## src/rtl/ins_fetcher.sv

```systemverilog
// Instruction fetcher: one outstanding I-cache request, static branch prediction, JALR wait.
// Optional RVC support is enabled by defining IFETCH_C_EXT_EN.
module ins_fetcher (
  input  logic        clk_in,
  input  logic        rst_in,
  input  logic        rdy_in,
  output logic        icache_req_valid,
  output logic [31:0] icache_req_addr,
  input  logic        icache_resp_valid,
  input  logic [31:0] icache_resp_data,
  output logic        ins_ready,
  output logic [31:0] ins,
  output logic [31:0] pc,
  output logic [31:0] predict_nxt_pc,
  input  logic        IFetcher_stall,
  input  logic        IFetcher_clear,
  input  logic [31:0] IFetcher_new_addr,
  input  logic        rob_flush,
  input  logic [31:0] rob_flush_addr
);

  typedef enum logic [1:0] {
    S_REQ   = 2'd0,
    S_WAIT  = 2'd1,
    S_HOLD  = 2'd2,
    S_JWAIT = 2'd3
  } state_t;

  localparam logic [6:0] OP_JAL    = 7'b1101111;
  localparam logic [6:0] OP_JALR   = 7'b1100111;
  localparam logic [6:0] OP_BRANCH = 7'b1100011;

  state_t      state_q, state_d;
  logic [31:0] fetch_pc_q, fetch_pc_d;
  logic [31:0] ins_q, ins_d;
  logic [31:0] pc_q, pc_d;
  logic [31:0] pred_q, pred_d;
  logic        ins_ready_q, ins_ready_d;
  logic        req_valid_q, req_valid_d;
  logic        is_jr_q, is_jr_d;
  logic        epoch_q, epoch_d;
  logic        resp_epoch_q, resp_epoch_d;
  logic        out_q, out_d;

  logic [31:0] dec_ins_s;
  logic [31:0] dec_pred_s;
  logic [31:0] dec_len_s;
  logic        dec_jr_s;
  logic        accept_s;

  function automatic logic [31:0] imm_j(input logic [31:0] i);
    imm_j = {{12{i[31]}}, i[19:12], i[20], i[30:21], 1'b0};
  endfunction

  function automatic logic [31:0] imm_b(input logic [31:0] i);
    imm_b = {{20{i[31]}}, i[7], i[30:25], i[11:8], 1'b0};
  endfunction

`ifdef IFETCH_C_EXT_EN
  function automatic logic [31:0] imm_cj(input logic [15:0] i);
    imm_cj = {{21{i[12]}}, i[8], i[10:9], i[6], i[7], i[2], i[11], i[5:3], 1'b0};
  endfunction

  function automatic logic [31:0] imm_cb(input logic [15:0] i);
    imm_cb = {{24{i[12]}}, i[6:5], i[2], i[11:10], i[4:3], 1'b0};
  endfunction
`endif

  // Decode the incoming cache word: instruction, length, prediction and JALR class.
  always_comb begin
    dec_ins_s  = icache_resp_data;
    dec_len_s  = 32'd4;
    dec_jr_s   = 1'b0;
`ifdef IFETCH_C_EXT_EN
    if (icache_resp_data[1:0] != 2'b11) begin
      dec_ins_s = {16'h0000, icache_resp_data[15:0]};
      dec_len_s = 32'd2;
    end else begin
      dec_len_s = 32'd4;
    end
`endif
    dec_pred_s = fetch_pc_q + dec_len_s;
    if (dec_ins_s[6:0] == OP_JAL) begin
      dec_pred_s = fetch_pc_q + imm_j(dec_ins_s);
    end else if (dec_ins_s[6:0] == OP_BRANCH && dec_ins_s[31]) begin
      dec_pred_s = fetch_pc_q + imm_b(dec_ins_s);
    end else if (dec_ins_s[6:0] == OP_JALR) begin
      dec_jr_s = 1'b1;
    end else begin
      dec_jr_s = 1'b0;
    end
`ifdef IFETCH_C_EXT_EN
    // C.J / C.JAL always taken; C.BEQZ / C.BNEZ taken only backwards.
    if (dec_ins_s[1:0] == 2'b01 && dec_ins_s[14:13] == 2'b01) begin
      dec_pred_s = fetch_pc_q + imm_cj(dec_ins_s[15:0]);
    end else if (dec_ins_s[1:0] == 2'b01 && dec_ins_s[15:14] == 2'b11 && dec_ins_s[12]) begin
      dec_pred_s = fetch_pc_q + imm_cb(dec_ins_s[15:0]);
    end else if (dec_ins_s[1:0] == 2'b10 && dec_ins_s[15:13] == 3'b100 &&
                 dec_ins_s[11:7] != 5'd0 && dec_ins_s[6:2] == 5'd0) begin
      dec_jr_s = 1'b1;
    end else begin
      dec_jr_s = dec_jr_s;
    end
`endif
  end

  // A response is ours only if it answers the live request issued in the current epoch.
  assign accept_s = (state_q == S_WAIT) && icache_resp_valid && out_q && (resp_epoch_q == epoch_q);

  // Next-state and output-register logic for the fetch FSM.
  always_comb begin
    state_d      = state_q;
    fetch_pc_d   = fetch_pc_q;
    ins_d        = ins_q;
    pc_d         = pc_q;
    pred_d       = pred_q;
    ins_ready_d  = ins_ready_q;
    req_valid_d  = req_valid_q;
    is_jr_d      = is_jr_q;
    epoch_d      = epoch_q;
    resp_epoch_d = resp_epoch_q;
    out_d        = out_q;
    if (rdy_in) begin
      if (icache_resp_valid) begin
        out_d = 1'b0;
      end else begin
        out_d = out_q;
      end
      case (state_q)
        S_REQ: begin
          if (req_valid_q) begin
            out_d        = 1'b1;
            resp_epoch_d = epoch_q;
            state_d      = S_WAIT;
          end else begin
            state_d = S_REQ;
          end
        end
        S_WAIT: begin
          if (accept_s) begin
            ins_d       = dec_ins_s;
            pc_d        = fetch_pc_q;
            pred_d      = dec_pred_s;
            is_jr_d     = dec_jr_s;
            ins_ready_d = 1'b1;
            state_d     = S_HOLD;
          end else begin
            state_d = S_WAIT;
          end
        end
        S_HOLD: begin
          if (!IFetcher_stall) begin
            ins_ready_d = 1'b0;
            if (is_jr_q) begin
              state_d = S_JWAIT;
            end else begin
              fetch_pc_d = pred_q;
              state_d    = S_REQ;
            end
          end else begin
            state_d = S_HOLD;
          end
        end
        S_JWAIT: begin
          if (IFetcher_clear) begin
            fetch_pc_d = IFetcher_new_addr & 32'hFFFF_FFFE;
            epoch_d    = ~epoch_q;
            state_d    = S_REQ;
          end else begin
            state_d = S_JWAIT;
          end
        end
        default: begin
          state_d = S_REQ;
        end
      endcase
      // A flush overrides everything; any in-flight response becomes stale.
      if (rob_flush) begin
        ins_ready_d = 1'b0;
        fetch_pc_d  = rob_flush_addr & 32'hFFFF_FFFE;
        epoch_d     = ~epoch_q;
        state_d     = S_REQ;
      end else begin
        epoch_d = epoch_d;
      end
      req_valid_d = (state_d == S_REQ) && !out_d;
    end else begin
      state_d = state_q;
    end
  end

  // State and output registers.
  always_ff @(posedge clk_in or posedge rst_in) begin
    if (rst_in) begin
      state_q      <= S_REQ;
      fetch_pc_q   <= 32'h0000_0000;
      ins_q        <= 32'h0000_0000;
      pc_q         <= 32'h0000_0000;
      pred_q       <= 32'h0000_0000;
      ins_ready_q  <= 1'b0;
      req_valid_q  <= 1'b0;
      is_jr_q      <= 1'b0;
      epoch_q      <= 1'b0;
      resp_epoch_q <= 1'b0;
      out_q        <= 1'b0;
    end else begin
      state_q      <= state_d;
      fetch_pc_q   <= fetch_pc_d;
      ins_q        <= ins_d;
      pc_q         <= pc_d;
      pred_q       <= pred_d;
      ins_ready_q  <= ins_ready_d;
      req_valid_q  <= req_valid_d;
      is_jr_q      <= is_jr_d;
      epoch_q      <= epoch_d;
      resp_epoch_q <= resp_epoch_d;
      out_q        <= out_d;
    end
  end

  assign icache_req_valid = req_valid_q;
  assign icache_req_addr  = fetch_pc_q;
  assign ins_ready        = ins_ready_q;
  assign ins              = ins_q;
  assign pc               = pc_q;
  assign predict_nxt_pc   = pred_q;

endmodule

```

## config.mk

```make
export PLATFORM = sky130hd
export DESIGN_NAME = ins_fetcher
export DESIGN_NICKNAME = d
export VERILOG_FILES = /design/src/rtl/ins_fetcher.sv
export SDC_FILE = /design/constraint.sdc
export NUM_CORES = 1
export LEC_CHECK = 0
export BUFFER_PORTS_ARGS = -buffer_cell sky130_fd_sc_hd__buf_4
export CORE_ASPECT_RATIO = 0.8
export CORE_MARGIN = 2
export CORE_UTILIZATION = 27
export CTS_CLUSTER_SIZE = 25
export DETAILED_ROUTE_END_ITERATION = 12
export PLACE_DENSITY = 0.5
export RECOVER_POWER = 50
export SETUP_SLACK_MARGIN = 0.3
export SLEW_MARGIN = 30
export SYNTH_ARGS = -nofsm -noshare
export SYNTH_HDL_FRONTEND = slang
export SYNTH_SLANG_ARGS = --single-unit
```

## constraint.sdc

```tcl
create_clock -name clk_in -period 4.95 [get_ports clk_in]
set_clock_uncertainty 0.05 [all_clocks]
set_input_delay 0.495 -clock clk_in [delete_from_list [all_inputs] [get_ports clk_in]]
set_output_delay 0.495 -clock clk_in [all_outputs]
set_load 0.02 [all_outputs]
```

==> results by group, run 1 <==
Worst setup path
  – Slowest CP cell: clkbuf_1
  – Critical path buffers and inverters: 2
  – Worst EP arrival: 4.30 ns
  – Worst Setup End Kind: flip-flop
  – Crit path kind: flip-flop to flip-flop
  – Crit path max fanout: 39
  – Worst path cell trace: clkbuf_1 > nand2_1 > buf_4 > nand2_1 > a21oi_1 > a21oi_1 > o21ai_0
  – Worst EP required: between 5 and 6 ns
  – CP delay by family, top: buffers and inverters
  – Critical path startpoint category: flip-flop
  – Slowest stage delay, CP: ~1.6 ns

GRT
  – Number of global-route vias before repair: approximately 9.1k
  – Met3 usage: 3.834%
  – Tot GR Track Use: a little under 20%
  – First-pass GRT wire length: around 54000 µm
  – Initial antenna violation count: 1
  – Met1 usage: 27.66%
  – Met2 GRT Util: 30.15%
  – Largest net degree at the start of global routing: between 90 and 100
  – Gr busiest metal: met2
  – Grt ovf: 0

Flow run
  – Max Cap Viol: 3

Floorplanning
  – Row count: 61
  – Core area: between 30000 and 40000 µm²
  – I/O pins: 233
  – Die Span X: 213.5 µm
  – Die H: 171.6 µm
  – Die area: between 30000 and 40000 µm²
  – Initial Utilization: between 20% and 30%

Routing
  – DRT Pass-1 Iters: 5
  – Drt via density: a little over 5
  – Final wirelength: approximately 36000 µm
  – Initial DRC count: a little under 700
  – DRC: 0
  – Routed Antenna Nets: 0
  – Routed via count: approximately 9.7k
  – Avg WL per Cell: 18.68 µm

Power
  – Clk network pwr share: 24.0%
  – PD cells: 489.4 nW/µm²
  – Logic pwr share: 44.2%
  – Sequential power share: 31.8%
  – Internal: 3.312 mW
  – Leak Pwr: 5.577 nW
  – Worst vdd ir: 0.2119 mV
  – Sw frac: 43.90%
  – Sw power: 2.592 mW

Clocking
  – Sink Count: 135
  – Number of CTS-inserted buffers: 17
  – Clock root buffer: clkbuf_16
  – Worst skew pair latency: between 0.4 and 0.5 ns
  – Clock Path Buffers: 2
  – Post-CTS Hold Buffers: 0
  – CTS tree: built
  – # Post-CTS Setup Buffers: 0
  – H-tree levels: 4
  – CTS clk-pin slew, worst paths: around 0.06 ns
  – Post-CTS resize count: 0

Final layout
  – Final net count: 1587
  – Ratio of cells with drive above 1 in the final layout: 16.40%
  – Final instance area: roughly 12000 µm²
  – Syn-to-layout area delta: 27.22%
  – Filler Cell Count: 3776
  – Post-layout util: 34.81%

STA
  – Slew Limit Fails: 178
  – Achievable Freq: 0.2458 GHz
  – Slew margin rel.: -49.78%
  – Min cycle time layout: 4.069 ns
  – Least-Margin Pin Slew: 2.247 ns
  – RSZ-0062 raised after global routing: no
  – Fin crit share: approximately 82%
  – Final TNS setup: 0 ns
  – Final hold violations: 0
  – Final setup violation count: 0

Synthesis
  – Ranking of synthesized cells by area: dfrtp_1 36%, nand2_1 13%, a21oi_1 7.4%, ha_1 5.8%, o21ai_0 5.2%
  – Mapped Cells: between 1k and 1.5k
  – Most frequent cell after synthesis: nand2_1
  – Post-synth EDFFs: 0
  – Synth async-reset ratio: 100.0%
  – Synth Flop Type: dfrtp_1
  – Synth Net Count: 1398
  – Synth area leader: dfrtp_1
  – Synth Area per Inst: roughly 7.6 µm²
  – Synth top area share: 35.63%
  – Netlist cell types: 72
  – YS warnings: 0
  – Register area share after synthesis: about 36%
  – Post-Syn Area: 9482 µm²
  – Post-synth top cells: 320 x nand2_1, 140 x a21oi_1, 135 x dfrtp_1
  – Seq cells post-synth: between 100 and 150

Status
  – Status: complete, but fails checks
  – Failing checks: max-capacitance violations, max-slew violations

Placed design
  – Routability Congestion: just under 0.9
  – Placed cell area: 11650 µm²
  – Hpwl dp: 25680 µm
  – Input/output buffers: 230

Hold path
  – Hold Crit Class: primary input to flip-flop
## sequential cells by signal (all words and copies together), names as in the netlist
name,flops
pc,32
is_jr_q,1
predict_nxt_pc,31
icache_req_addr,32
icache_req_valid,1
state_q,2
resp_epoch_q,1
epoch_q,1
ins,32
out_q,1
ins_ready,1
## power by group through the flow
stage / logic, mW / registers [mW] / clock network [mW]
2_1_floorplan: 1.28 / 2.21 / 0
3_3_place_gp: 2.75 / 1.89 / 0
3_5_place_dp: 2.77 / 1.90 / 0
4_1_cts: 2.77 / 1.89 / 1.46
5_1_grt: 2.88 / 1.94 / 1.50
6_report: 2.61 / 1.88 / 1.42
## cell families (layout without fill, tap and decap cells)
| group | Yosys count | after routing | synth area share, % |
|---|---|---|---|
| DFF | 135 | 135 | 35.63 |
| other | 0 | 1 | 0 |
| buffers and inverters | 100 | 302 | 4.104 |
| muxes | 5 | 5 | 0.5542 |
| and+or+nand+nor | 538 | 538 | 24.64 |
| xor gates and xnor gates | 59 | 59 | 5.450 |
| AOI/OAI and AO/OA | 366 | 366 | 23.40 |
| adders and majority gates | 46 | 46 | 6.229 |
## worst paths after layout
path                                     start                 end  slack (ns)  cells after the start
min in group asynchronous               rst_in               pc[3]        0.69                      2
max                                 state_q[0]  icache_req_addr[2]        0.88                      7
max in group asynchronous               rst_in  predict_nxt_pc[19]        1.34                      3
min                        icache_resp_data[5]              ins[5]        0.21                      3
min reg2reg                            ins[19]             ins[19]        0.43                      2
max reg2reg                         state_q[0]  icache_req_addr[2]        0.88                      7
## cell type report
type                            instances  area [µm²]  area share [%]
Clock inverter                         14       198.9           1.649
Clock buffer                           18       439.2           3.641
Timing Repair Buffer                  247        1619           13.42
Multi-Input combinational cell       1014        5744           47.62
Sequential cell                       135        3378           28.01
Inverter                               23       90.09          0.7468
Antenna cell                            1       2.502         0.02074
Tap cell                              472       590.6           4.896
## through the flow
step	hold slack [ns]	setup slack [ns]	cells	total power [mW]
3_3_place_gp	0.4118	1.134	1890	4.638
6_report	0.2078	0.8810	1924	5.904
2_1_floorplan	0.4119	0.7939	1249	3.495
5_1_grt	0.2086	0.4872	1924	6.320
3_5_place_dp	0.4148	1.096	1890	4.666
4_1_cts	0.1659	1.099	1922	6.120
## layer usage
metal | vias up | routed length [µm]
met4 | 0 | 567
li1 | 4761 | -
met1 | 4581 | 17030
met3 | 39 | 2187
met2 | 309 | 16150
met5 | - | 0
## layout by cell type, fill, tap and decap left out, types with 8 or more instances in the layout
cell       instances
a211oi_1          11
a21o_1            22
a21oi_1          140
a31oi_1           16
and3_1             8
buf_4            180
clkbuf_1          66
clkbuf_16         17
dfrtp_1          135
ha_1              44
inv_1             22
nand2_1          319
nand2b_1          13
nand3_1           55
nand4_1           14
nor2_1            73
nor3_1            14
o211ai_1          11
o21a_1            10
o21ai_0           99
xnor2_1           31
xor2_1            28
## worst reg2reg max path, stage by stage, from the launching register on
cell	delay (ns)
dfrtp_1	0.34
clkbuf_1	1.58
nand2_1	0.91
buf_4	0.51
nand2_1	0.12
a21oi_1	0.06
a21oi_1	0.23
o21ai_0	0.12
No activity file was read; power rests on OpenSTA's default activity.
==> run 2: changes to the inputs <==
--- a/config.mk
+++ b/config.mk
@@ -11,7 +11,7 @@
 export CORE_UTILIZATION = 27
 export CTS_CLUSTER_SIZE = 25
 export DETAILED_ROUTE_END_ITERATION = 12
-export PLACE_DENSITY = 0.5
+export PLACE_DENSITY = 0.52
 export RECOVER_POWER = 50
 export SETUP_SLACK_MARGIN = 0.3
 export SLEW_MARGIN = 30
==> constraint.sdc (replaced) <==
create_clock -name clk_in -period 3.32 [get_ports clk_in]
set_clock_uncertainty 0.05 [all_clocks]
set_input_delay 0.332 -clock clk_in [delete_from_list [all_inputs] [get_ports clk_in]]
set_output_delay 0.332 -clock clk_in [all_outputs]
set_load 0.02 [all_outputs]
==> run 2 against run 1 <==
The run now ends clean. Sequential share of layout area down 0.91 points. Cell count rose by 2.2%. Sequential power rose by 43%. Total power up 51%. Worst hold slack got worse by 0.17 ns. Core utilization up 1.2 points. Maximum frequency rose by 38%. Critical path type unchanged.
==> results by group, run 2 (synthesized netlist as in run 1, its figures left out) <==
Power
  – Internal: 4.970 mW (+50%)
  – PD cells: 714.8 nW/µm² (+46%)
  – Clk network pwr share: 22.8% (-1.2 points)
  – Sw power: 3.953 mW (+53%)
  – Worst vdd ir: 0.3181 mV (+50%)
  – Sw frac: 44.30% (+0.40 points)
  – Sequential power share: 30.1% (-1.7 points)
  – Leak Pwr: 5.758 nW (+3.2%)
  – Logic pwr share: 47.1% (+2.9 points)

STA
  – Final TNS setup: 0 ns (unchanged)
  – Fin Hold WS: 0.03850 ns (-0.1693 ns)
  – Final hold violations: 0 (unchanged)
  – Slew margin rel.: 22.90% (+73 points)
  – Achievable Freq: 0.3391 GHz (+38%)
  – Min cycle time layout: 2.949 ns (-1.120 ns)
  – Final setup violation count: 0 (unchanged)
  – Least-Margin Pin Slew: 1.156 ns (-1.090 ns)
  – RSZ-0062 raised after global routing: yes
  – Slew Limit Fails: 0 (-100%)
  – Fin crit share: 88.82% (+6.6 points)

Hold path
  – Hold Path Stages: 3 (unchanged)
  – Worst Hold Path EP: ins[4]
  – Hold Crit Class: primary input to flip-flop
  – Hold Path Origin: icache_resp_data[4]

Placed design
  – Input/output buffers: 230 (unchanged)
  – Routability Congestion: 0.8925 (-0.28%)
  – Inst Count DP: 1927 (+2.0%)
  – Hpwl dp: 27270 µm (+6.2%)
  – Placed cell area: 11960 µm² (+2.6%)

Clocking
  – H-tree levels: 4 (unchanged)
  – Number of CTS-inserted buffers: 17 (unchanged)
  – Clock root buffer: clkbuf_16
  – CTS clk-pin slew, worst paths: 0.07 ns (about the same)
  – Sink Count: 135 (unchanged)
  – Worst skew pair latency: 0.45 ns (about the same)
  – Clock Path Buffers: 2 (unchanged)
  – CTS tree: built

Routing
  – Avg WL per Cell: 19.08 µm (+2.1%)
  – Routed via count: 9920 (+2.4%)
  – DRC: 0 (unchanged)
  – Final wirelength: 37510 µm (+4.4%)
  – Routed Antenna Nets: 0 (unchanged)
  – Drt via density: 5.046 (+0.19%)
  – DRT Pass-1 Iters: 5 (unchanged)
  – Initial DRC count: 723 (+7.1%)

Floorplanning
  – Initial Utilization: 27.36% (unchanged)
  – Row count: 61 (unchanged)
  – Core area: 34650 µm² (unchanged)
  – I/O pins: 233 (unchanged)
  – Die Span X: 213.5 µm (unchanged)
  – Die area: 36640 µm² (unchanged)
  – Die H: 171.6 µm (unchanged)

Worst setup path
  – Crit path kind: flip-flop to flip-flop
  – Worst Setup End Kind: flip-flop
  – Critical R2R Capture: predict_nxt_pc[29]
  – R2R setup slack: 0.37 ns (-0.51 ns)
  – Critical path startpoint category: flip-flop
  – Cells on worst reg2reg path: 13 (+6)
  – R2R Path Start: icache_req_addr[1]
  – Worst EP required: 3.64 ns (-1.54 ns)
  – Worst EP arrival: 3.27 ns (-1.03 ns)
  – Crit path max fanout: 2 (-95%)

GRT
  – Number of global-route vias before repair: 9357 (+3.0%)
  – Largest net degree at the start of global routing: 69 (-30%)
  – Grt ovf: 0 (unchanged)
  – Initial antenna violation count: 0 (-1)
  – First-pass GRT wire length: 55990 µm (+3.1%)
  – Tot GR Track Use: 20.31% (+0.81 points)

Final layout
  – Syn-to-layout area delta: 31.66%
  – Post-route insts no fill: 1966 (+2.2%)
  – Final instance area: 12480 µm² (+3.5%)
  – N_diodes: 0 (-1)
  – Commonest non-fill, non-tap cells in the layout: 319 x nand2_1, 210 x buf_4, 134 x a21oi_1, 132 x dfrtp_1, 94 x o21ai_0
  – Most common cell after layout, fill and taps aside: nand2_1
  – Final net count: 1630 (+2.7%)
  – Post-layout util: 36.03% (+1.2 points)
  – Ratio of cells with drive above 1 in the final layout: 20.08% (+3.7 points)

Flow run
  – Max Cap Viol: 0 (-3)

Status
  – Status: complete, no violations
==> run 2: area by class of cell <==
cell class | count | area, µm²
Timing Repair Buffer | 290 | 1912
Tap cell | 472 | 590.6
Inverter | 23 | 87.58
Clock inverter | 14 | 173.9
Fill cell | 3815 | 22170
Sequential cell | 135 | 3382
Clock buffer | 18 | 439.2
Multi-Input combinational cell | 1014 | 5898
==> run 2: routing by layer <==
metal	wire, µm	up-vias	share of wire (%)	global-route usage (%)
met5	0	-	0	0
met4	846	0	2.3	6.401
met3	2107	37	5.6	3.761
met2	16700	284	45	31.37
met1	17850	4754	48	28.58
li1	-	4845	-	-
==> run 2: power groups by stage <==
stage                     combinational, mW  clock, mW  sequential, mW
after floorplan                        1.92          0            3.30
after global placement                 4.33          0            2.71
after detailed placement               4.37          0            2.72
after CTS                              4.42       2.10            2.70
after global routing                   4.60       2.17            2.76
final                                  4.20       2.04            2.69
==> run 2: repair_timing <==
item | in CTS | in global routing
buffers inserted | 5 | 1
gates resized for setup | 8 | 27
setup endpoints to repair | 9 | 14
hold buffers | 1 | 0
endpoints found under the hold margin | 10 | 0
pin swaps | 8 | 11
==> run 2: how the worst max path moves through the flow <==
stage | end | cells after the start | from | slack (ns)
after floorplan | predict_nxt_pc[23] | 12 | icache_req_addr[1] | 0.34
after global routing | predict_nxt_pc[23] | 12 | icache_req_addr[1] | 0.24
after global placement | predict_nxt_pc[23] | 13 | icache_resp_data[21] | 0.15
after CTS | predict_nxt_pc[29] | 13 | icache_req_addr[1] | 0.22
final | predict_nxt_pc[29] | 13 | icache_req_addr[1] | 0.37
after detailed placement | predict_nxt_pc[23] | 13 | icache_resp_data[21] | 0.07
==> run 2: per-stage QoR <==
stage / total power, mW / setup WS, ns
floorplan: 5.221 / 0.3382
global placement: 7.050 / 0.1508
detailed placement: 7.091 / 0.07160
CTS: 9.215 / 0.2193
global route: 9.531 / 0.2377
finish: 8.923 / 0.3711
==> run 2: worst max-delay path: stages, from the launching register on <==
cell      delay, ns
dfrtp_2        0.37
buf_6          0.10
ha_4           0.12
inv_2          0.03
fa_2           0.33
nand2b_4       0.16
a21oi_4        0.20
o21bai_4       0.08
a31o_4         0.25
nor4_4         0.17
o21ai_2        0.10
a2111o_1       0.40
a2111o_1       0.41
nand3_1        0.08
==> run 3: changes to the inputs <==
--- a/config.mk
+++ b/config.mk
@@ -11,6 +11,7 @@
 export CORE_UTILIZATION = 27
 export CTS_CLUSTER_SIZE = 25
 export DETAILED_ROUTE_END_ITERATION = 12
+export MAX_ROUTING_LAYER = met4
 export PLACE_DENSITY = 0.52
 export RECOVER_POWER = 50
 export SETUP_SLACK_MARGIN = 0.3
==> run 3 against run 2 <==
The run now ends with max-capacitance violations, max-slew violations left. Combinational power decreased by 3%. Sequential share of layout area increased by 0.22 points. Global-route usage increased by 0.71 points. Critical path type unchanged. Critical path depth decreased by 1.
==> results by group, run 3 (synthesized netlist as in run 1, its figures left out) <==
Clocking
  – Number of CTS-inserted buffers: 17 (unchanged)
  – CTS tree: built
  – Worst skew pair latency: 0.45 ns (about the same)
  – Clock root buffer: clkbuf_16
  – H-tree levels: 4 (unchanged)
  – CTS clk-pin slew, worst paths: 0.07 ns (about the same)
  – Clock Path Buffers: 2 (unchanged)
  – Sink Count: 135 (unchanged)

Floorplanning
  – I/O pins: 233 (unchanged)
  – Core area: 34650 µm² (unchanged)
  – Die H: 171.6 µm (unchanged)
  – Initial Utilization: 27.36% (unchanged)
  – Die Span X: 213.5 µm (unchanged)
  – Row count: 61 (unchanged)
  – Die area: 36640 µm² (unchanged)

Worst setup path
  – R2R Path Start: icache_req_addr[1]
  – Worst Setup End Kind: flip-flop
  – Worst EP arrival: 3.35 ns (+0.08 ns)
  – Crit path max fanout: 3 (+1)
  – Critical path startpoint category: flip-flop
  – CP delay by family, top: compound AO/OA/AOI/OAI gates
  – Critical path buffers and inverters: 1 (-1)
  – Cells on worst reg2reg path: 12 (-1)
  – Worst path cell trace: ha_4 > inv_1 > fa_2 > nand2b_4 > a21oi_4 > o21bai_4 > a31o_4 > nor4_4 > o21ai_2 > a2111o_1 > a2111o_1 > nand3_1
  – CP most frequent cell: a2111o_1
  – Slowest stage delay, CP: 0.46 ns (+0.05 ns)
  – Worst EP required: 3.64 ns (about the same)
  – Slowest CP cell: a2111o_1
  – Critical R2R Capture: predict_nxt_pc[29]
  – Crit path kind: flip-flop to flip-flop
  – R2R setup slack: 0.29 ns (-0.08 ns)

GRT
  – Largest net degree at the start of global routing: 75 (+8.7%)
  – Grt ovf: 0 (unchanged)
  – Tot GR Track Use: 21.02% (+0.71 points)
  – Initial antenna violation count: 0 (unchanged)
  – First-pass GRT wire length: 56400 µm (+0.73%)
  – Number of global-route vias before repair: 9380 (+0.25%)

STA
  – Achievable Freq: 0.3302 GHz (-2.6%)
  – Slew margin rel.: -32.66% (-56 points)
  – Min cycle time layout: 3.028 ns (+0.07958 ns)
  – RSZ-0062 raised after global routing: yes
  – Fin crit share: 91.22% (+2.4 points)
  – Least-Margin Pin Slew: 1.990 ns (+0.8335 ns)
  – Slew Limit Fails: 137 (+137)
  – Final TNS setup: 0 ns (unchanged)
  – Final hold violations: 0 (unchanged)
  – Final setup violation count: 0 (unchanged)

Hold path
  – Worst Hold Path EP: ins[5]
  – Hold Crit Class: primary input to flip-flop
  – Hold Path Origin: icache_resp_data[5]
  – Hold Path Stages: 3 (unchanged)

Placed design
  – Placed cell area: 11980 µm² (+0.19%)
  – Hpwl dp: 27220 µm (-0.19%)
  – Routability Congestion: 0.9202 (+3.1%)
  – Input/output buffers: 230 (unchanged)

Final layout
  – Filler Cell Count: 3770 (-1.2%)
  – Multi-input combinational cell area: 5858 µm² (-0.68%)
  – FF/Latch Area: 3382 µm² (unchanged)
  – N_diodes: 0 (unchanged)
  – Post-layout util: 35.73% (-0.30 points)
  – Final net count: 1635 (+0.31%)
  – Ratio of cells with drive above 1 in the final layout: 18.01% (-2.1 points)
  – Final instance area: 12380 µm² (-0.82%)
  – Syn-to-layout area delta: 30.58%
  – Commonest non-fill, non-tap cells in the layout: 319 x nand2_1, 190 x buf_4, 138 x a21oi_1, 132 x dfrtp_1, 102 x clkbuf_1
  – Most common cell after layout, fill and taps aside: nand2_1

Routing
  – Final wirelength: 37370 µm (-0.35%)
  – Drt via density: 5.060 (+0.29%)
  – Routed via count: 9974 (+0.54%)
  – DRC: 0 (unchanged)
  – Initial DRC count: 715 (-1.1%)
  – Avg WL per Cell: 18.96 µm (-0.60%)
  – DRT Pass-1 Iters: 5 (unchanged)
  – Routed Antenna Nets: 0 (unchanged)

Power
  – Leak Pwr: 5.680 nW (-1.3%)
  – Total power after layout: 8.858 mW (-0.73%)
  – Worst vdd ir: 0.3138 mV (-1.3%)
  – PD cells: 715.5 nW/µm² (about the same)

Flow run
  – Max Cap Viol: 2 (+2)

Status
  – Failing checks: max-capacitance violations, max-slew violations
  – Status: complete, but fails checks
==> run 3: what timing repair did <==
action / CTS / global route
endpoints found under the setup margin: 10 / 14
endpoints found under the hold margin: 39 / 0
gates resized for setup: 3 / 19
setup buffers: 2 / 6
pin swaps: 4 / 9
hold buffers: 1 / 0
==> run 3: metrics by stage <==
stage	std cells	hold WS, ns	setup slack [ns]
after floorplan	1249	0.3874	0.3382
after global placement	1930	0.4087	0.1573
after detailed placement	1930	0.4133	0.1336
after CTS	1965	0.01398	0.2623
after global routing	1971	0.03663	0.2152
final	1971	0.03195	0.2915
==> run 3: power breakdown <==
group          internal [mW]  leakage [nW]  switching, mW
sequential              2.20          1.76          0.472
combinational           1.47          3.62           2.62
clock                   1.26         0.299          0.837
==> run 3: area by class of cell <==
class / count / area share, %
Sequential cell: 135 / 27.32
Multi-Input combinational cell: 1014 / 47.32
Tap cell: 472 / 4.770
Timing Repair Buffer: 295 / 14.78
Clock buffer: 17 / 3.436
Inverter: 23 / 0.7276
Clock inverter: 15 / 1.657
==> run 3: worst max-delay path by stage <==
stage          slack [ns]            endpoint                  from  depth (start not counted)
4_1_cts              0.26  predict_nxt_pc[26]    icache_req_addr[2]                         11
3_3_place_gp         0.16  predict_nxt_pc[26]    icache_req_addr[2]                         11
3_5_place_dp         0.13  predict_nxt_pc[23]  icache_resp_data[21]                         13
2_1_floorplan        0.34  predict_nxt_pc[23]    icache_req_addr[1]                         12
6_report             0.29  predict_nxt_pc[29]    icache_req_addr[1]                         12
5_1_grt              0.22  predict_nxt_pc[30]    icache_req_addr[3]                         11
==> run 3: routing by layer <==
| metal | up-vias | part of all wire (%) | track usage, % |
|---|---|---|---|
| li1 | 4861 | - | - |
| met1 | 4753 | 48 | 29.35 |
| met2 | 328 | 45 | 32.19 |
| met3 | 32 | 5.7 | 2.976 |
| met4 | 0 | 1.1 | 4.771 |
| met5 | - | 0 | - |
==> run 3: worst register-to-register path, delay by kind of cell (launching register included) <==
kind	cells	cell delay [ns]
DFF	1	0.40
and+or+nand+nor	3	0.50
adders and majority gates	2	0.48
AOI/OAI and AO/OA	6	1.49
buffers and inverters	1	0.05
